--- src/rtl/branch_resolve_unit.sv ---
// branch_resolve_unit: architectural flag register, branch condition evaluation,
// 2-bit saturating branch history table and saturating branch statistics.
//
// Ports:
//   iClk, iRst            clock (rising edge), asynchronous active-high reset
//   iFlagWe, i*Flag       load Z/N/V/C flags (forwarded to a same-cycle resolve)
//   iPredPC, oPredTaken   fetch-stage prediction lookup (combinational)
//   iResValid, iResPC     branch resolving in execute and its PC
//   iBranchOp, iUnsigned  branch condition and signed/unsigned compare select
//   iPredTakenE           prediction that travelled with the branch
//   iTarget, iFallThrough taken / not-taken next PCs
//   oBranchCmd            registered: resolved branch was taken
//   oMispredict           registered: flush and redirect
//   oRedirectPC           registered: correct next PC
//   oBranchCount          saturating count of resolved branches
//   oMispredictCount      saturating count of mispredicts
module branch_resolve_unit #(
    parameter int unsigned PC_WIDTH  = 16,
    parameter int unsigned BHT_DEPTH = 16,
    parameter int unsigned CNT_WIDTH = 16
) (
    input  logic                 iClk,
    input  logic                 iRst,
    input  logic                 iFlagWe,
    input  logic                 iZeroFlag,
    input  logic                 iNegativeFlag,
    input  logic                 iOverflowFlag,
    input  logic                 iCarryFlag,
    input  logic [PC_WIDTH-1:0]  iPredPC,
    output logic                 oPredTaken,
    input  logic                 iResValid,
    input  logic [PC_WIDTH-1:0]  iResPC,
    input  logic [2:0]           iBranchOp,
    input  logic                 iUnsigned,
    input  logic                 iPredTakenE,
    input  logic [PC_WIDTH-1:0]  iTarget,
    input  logic [PC_WIDTH-1:0]  iFallThrough,
    output logic                 oBranchCmd,
    output logic                 oMispredict,
    output logic [PC_WIDTH-1:0]  oRedirectPC,
    output logic [CNT_WIDTH-1:0] oBranchCount,
    output logic [CNT_WIDTH-1:0] oMispredictCount
);

    localparam int unsigned IDX_W = (BHT_DEPTH > 1) ? $clog2(BHT_DEPTH) : 1;
    localparam logic [CNT_WIDTH-1:0] CNT_MAX = '1;

    typedef enum logic [2:0] {
        OP_NEQ   = 3'b000,
        OP_EQ    = 3'b001,
        OP_GT    = 3'b010,
        OP_LT    = 3'b011,
        OP_GTE   = 3'b100,
        OP_LTE   = 3'b101,
        OP_OVFL  = 3'b110,
        OP_UNCON = 3'b111
    } branch_op_e;

    logic flag_z, flag_n, flag_v, flag_c;
    logic eff_z, eff_n, eff_v, eff_c;
    logic sign_lt;
    logic cond_c;
    logic taken_c;
    logic mispredict_c;
    branch_op_e op;

    logic [1:0]       bht [BHT_DEPTH];
    logic [IDX_W-1:0] pred_idx;
    logic [IDX_W-1:0] res_idx;
    logic [1:0]       bht_cur;
    logic [1:0]       bht_next;

    // High PC bits do not take part in BHT indexing.
    logic unused_pc_bits;
    assign unused_pc_bits = ^{iPredPC[PC_WIDTH-1:IDX_W], iResPC[PC_WIDTH-1:IDX_W]};

    assign op       = branch_op_e'(iBranchOp);
    assign pred_idx = iPredPC[IDX_W-1:0];
    assign res_idx  = iResPC[IDX_W-1:0];

    // Prediction read has no bypass from a same-cycle update.
    assign oPredTaken = bht[pred_idx][1];

    // Flags written this cycle are forwarded to a resolve in the same cycle.
    assign eff_z = iFlagWe ? iZeroFlag     : flag_z;
    assign eff_n = iFlagWe ? iNegativeFlag : flag_n;
    assign eff_v = iFlagWe ? iOverflowFlag : flag_v;
    assign eff_c = iFlagWe ? iCarryFlag    : flag_c;
    assign sign_lt = eff_n ^ eff_v;

    // Branch condition; carry set means no borrow for unsigned compares.
    always_comb begin
        cond_c = 1'b0;
        case (op)
            OP_NEQ:   cond_c = ~eff_z;
            OP_EQ:    cond_c = eff_z;
            OP_GT:    cond_c = iUnsigned ? (eff_c & ~eff_z) : (~eff_z & ~sign_lt);
            OP_LT:    cond_c = iUnsigned ? ~eff_c : sign_lt;
            OP_GTE:   cond_c = iUnsigned ? eff_c : ~sign_lt;
            OP_LTE:   cond_c = iUnsigned ? (~eff_c | eff_z) : (eff_z | sign_lt);
            OP_OVFL:  cond_c = eff_v;
            OP_UNCON: cond_c = 1'b1;
            default:  cond_c = 1'b0;
        endcase
    end

    assign taken_c      = iResValid & cond_c;
    assign mispredict_c = iResValid & (cond_c ^ iPredTakenE);

    // Saturating 2-bit counter step for the resolving entry.
    always_comb begin
        bht_cur  = bht[res_idx];
        bht_next = bht_cur;
        if (taken_c) begin
            if (bht_cur != 2'b11) bht_next = bht_cur + 2'd1;
        end else begin
            if (bht_cur != 2'b00) bht_next = bht_cur - 2'd1;
        end
    end

    // Architectural flag register.
    always_ff @(posedge iClk or posedge iRst) begin
        if (iRst) begin
            flag_z <= 1'b0;
            flag_n <= 1'b0;
            flag_v <= 1'b0;
            flag_c <= 1'b0;
        end else if (iFlagWe) begin
            flag_z <= iZeroFlag;
            flag_n <= iNegativeFlag;
            flag_v <= iOverflowFlag;
            flag_c <= iCarryFlag;
        end
    end

    // Branch history table; entries start weakly not-taken.
    always_ff @(posedge iClk or posedge iRst) begin
        if (iRst) begin
            for (int i = 0; i < int'(BHT_DEPTH); i++) begin
                bht[i] <= 2'b01;
            end
        end else if (iResValid) begin
            bht[res_idx] <= bht_next;
        end
    end

    // Resolve outputs; pulses drop whenever no branch resolves.
    always_ff @(posedge iClk or posedge iRst) begin
        if (iRst) begin
            oBranchCmd  <= 1'b0;
            oMispredict <= 1'b0;
            oRedirectPC <= '0;
        end else begin
            oBranchCmd  <= taken_c;
            oMispredict <= mispredict_c;
            if (iResValid) begin
                oRedirectPC <= taken_c ? iTarget : iFallThrough;
            end
        end
    end

    // Saturating statistics counters.
    always_ff @(posedge iClk or posedge iRst) begin
        if (iRst) begin
            oBranchCount     <= '0;
            oMispredictCount <= '0;
        end else begin
            if (iResValid && (oBranchCount != CNT_MAX)) begin
                oBranchCount <= oBranchCount + CNT_WIDTH'(1);
            end
            if (mispredict_c && (oMispredictCount != CNT_MAX)) begin
                oMispredictCount <= oMispredictCount + CNT_WIDTH'(1);
            end
        end
    end

endmodule

--- config.mk ---
export PLATFORM = sky130hd
export DESIGN_NAME = branch_resolve_unit
export DESIGN_NICKNAME = d
export VERILOG_FILES = /design/src/rtl/branch_resolve_unit.sv
export SDC_FILE = /design/constraint.sdc
export NUM_CORES = 1
export LEC_CHECK = 0
export CORE_ASPECT_RATIO = 0.9
export CORE_MARGIN = 4
export CORE_UTILIZATION = 41
export CTS_CLUSTER_SIZE = 24
export DETAILED_ROUTE_END_ITERATION = 8
export PLACE_DENSITY_LB_ADDON = 0.25
export SKIP_LAST_GASP = 1
export SLEW_MARGIN = 20
export SYNTH_ARGS = -nofsm -noshare
export SYNTH_HDL_FRONTEND = slang
export SYNTH_SLANG_ARGS = --single-unit
--- constraint.sdc ---
create_clock -name iClk -period 3.4 [get_ports iClk]
set_input_delay 0.68 -clock iClk [delete_from_list [all_inputs] [get_ports iClk]]
set_output_delay 0.68 -clock iClk [all_outputs]
set_load 0.01 [all_outputs]
==> impl_metrics.yaml <==
power:
  p_leak_nw: 2.53
  peakVddDrop_uv: 310
  powerDensity_mw_per_mm2: 560
  finalPower_mw: 3.42
yosys:
  synth_area_leaders: "dfrtp_1 39%, mux2_2 9.4%, dfstp_2 9.3%"
  synth_seq_cells: 86
  synthArstFlopShare: 1.00
  synth_flop_cell: "dfrtp_1"
  synth_edf_count: 0
  syn_inst: 392
  yosys_warnings: 0
  synth_nets: 471
  post-synth-top-area-fraction: 0.387
  synth.avg_cell_area_sq_um: 11.6
  ys_types: 44
  synth_top_area_cell: "dfrtp_1"
  yosys-top-cells-count: "70 x dfrtp_1, 38 x mux2_2, 37 x nor2_1"
  yosysMostFrequentCell: "dfrtp_1"
  synth_area_sq_mm: 0.00453
  synth_seq_area_share: 0.480
timing:
  slew_violations: 0
  period_share: 0.939
  slew-limit-headroom: 0.463
  finalCriticalPeriod_ps: 3190
  hold_violations: 0
  worst_hold_slack_ps: 513
  worstMarginPinSlew_ps: 805
  setup-violations-final: 0
  rsz0062_at_grt: "false"
  finClkSkew_ps: 5.22
  max_freq_mhz: 313
critical_path:
  end_kind: "output port"
  cp.arrival_ps: 2510
  critPathMaxFanout: 4
  startpoint_type: "input port"
  path_cells: "clkdlybuf4s50_1 > mux4_2 > mux4_2 > clkdlybuf4s50_1"
  ff2ff_setup_slack_ps: 1110
  max_stage_delay_ps: 560
  slowest_stage: "clkdlybuf4s50_1"
  criticalPathCategory: "input port to output port"
  critPathRequiredTime_ps: 2720
placement:
  dp_cells: 624
  io_buffers: 103
  gp_congestion: 0.859
  hpwlAfterDp_mm: 7.67
cts:
  cts_root_buf: "clkbuf_16"
  numCtsBuffers: 9
  cts_setup_buffers: 0
  cts_num_sinks: 86
  clock_path_buffers: 2
  clk_latency_ps: 330
  clk_pin_slew_ps: 60
  cts_tree: "yes"
  cts_htree_levels: 3
layout:
  final_cells: 640
  layout-drive-gt1-share: 0.201
  fillerInstances: 949
  num_antenna_cells: 0
  area_delta_synth_final_pct: 34.7
  nets: 581
detailed_routing:
  drtPass1Iterations: 4
  drtIter0Drc: 129
  antenna_left: 0
  wirelength_mm: 10.5
  drc: 0
  via_count: 3454
  avgRoutedWirePerCell_um: 16.5
  viasPerCell: 5.40
floorplan:
  fp.dieW_um: 119
  io_pins: 128
  fp.dieH_um: 108
  start_util: 0.419
  core_area_sq_mm: 0.0108
  num_rows: 36
  die_area_sq_mm: 0.0128
grt:
  grt_pass1_vias: 3540
  grt_pass1_wl_mm: 17.7
  antenna_found_initial: 0
  grt_overflow: 0
  grt_use_total: 0.172
  grt_max_degree: 46
outcome:
  outcome: "finished clean"
worst_hold_path:
  min-delay-path-class: "flip-flop to flip-flop"
job:
  cap_violations: 0
-- flip-flops by register name (all words and copies together) (netlist names) --
| signal | flops |
|---|---|
| bht | 32 |
| oBranchCount | 16 |
| oMispredictCount | 16 |
| oRedirectPC | 16 |
| flag_c | 1 |
| flag_n | 1 |
| flag_v | 1 |
| flag_z | 1 |
| oBranchCmd | 1 |
| oMispredict | 1 |
-- stage by stage --
step	cell area (sq um)	worst slack (ps)	setup TNS, ps	util
detailed placement	5750	-73.0	-73.0	0.532
finish	6100	207	0	0.564
global placement	5750	-87.8	-87.8	0.532
CTS	6100	196	0	0.564
floorplan	4530	525	0	-
global route	6100	127	0	0.564
-- final timing paths --
path,startpoint,depth (start not counted),to
max,iPredPC[1],4,oPredTaken
min,oBranchCount[7],1,oBranchCount[7]
max reg2reg,flag_v,6,bht[19]
min reg2reg,oBranchCount[7],1,oBranchCount[7]
max in group asynchronous,iRst,3,bht[0]
min in group asynchronous,iRst,2,oBranchCount[3]
-- layout by cell type (no fill, tap or decap), types with 16 or more instances in the layout --
master | synthesis | routed
nand2_1 | 27 | 27
nor2_1 | 37 | 37
dfstp_2 | 16 | 16
nand3_1 | 16 | 16
a21oi_1 | 18 | 18
dfrtp_1 | 70 | 70
xnor2_1 | 19 | 19
clkdlybuf4s50_1 | 0 | 102
mux2i_1 | 24 | 24
mux2_2 | 38 | 38
-- worst max-delay path: cells and delay by family --
family	cells	cell delay [ps]
buffers and inverters	2	1050
multiplexers	2	780
-- cells by family (layout without fill, tap and decap cells) --
group / Yosys count / count (layout) / synth area share
muxes: 77 / 77 / 0.217
DFF: 86 / 86 / 0.480
adders and majority gates: 4 / 4 / 0.0116
xor gates and xnor gates: 30 / 30 / 0.0580
buffers and inverters: 20 / 135 / 0.0243
AOI/OAI and AO/OA: 40 / 40 / 0.0602
and+or+nand+nor: 135 / 135 / 0.149
-- metal layers --
layer  wire length, um  track usage
met1              5090        0.238
met3               689       0.0673
met4                76       0.0323
met2              4680        0.259
met5                 0            0
-- area by class of cell --
| class | count | area, sq um | share of cell area |
|---|---|---|---|
| clock buffers | 11 | 243 | 0.0398 |
| inverters | 6 | 23.8 | 0.00390 |
| clock inverters | 5 | 106 | 0.0174 |
| well taps | 133 | 166 | 0.0273 |
| repair buffers | 113 | 1140 | 0.187 |
| flip-flops and latches | 86 | 2170 | 0.356 |
| multi-input cells | 286 | 2250 | 0.368 |
-- where the power goes --
group / internal (mW) / total (mW) / switching (mW)
logic: 0.497 / 0.853 / 0.357
clock network: 0.740 / 1.15 / 0.407
registers: 1.25 / 1.42 / 0.168
total: 2.48 / 3.42 / 0.932
-- timing repair --
| item | 4_1_cts | 5_1_grt |
|---|---|---|
| endpoints found under the setup margin | 1 | 0 |
| resized for setup | 1 | 0 |
| hold endpoints to repair | 0 | 0 |
| hold buffers | 0 | 0 |
Power figures use the tool's default switching activity.
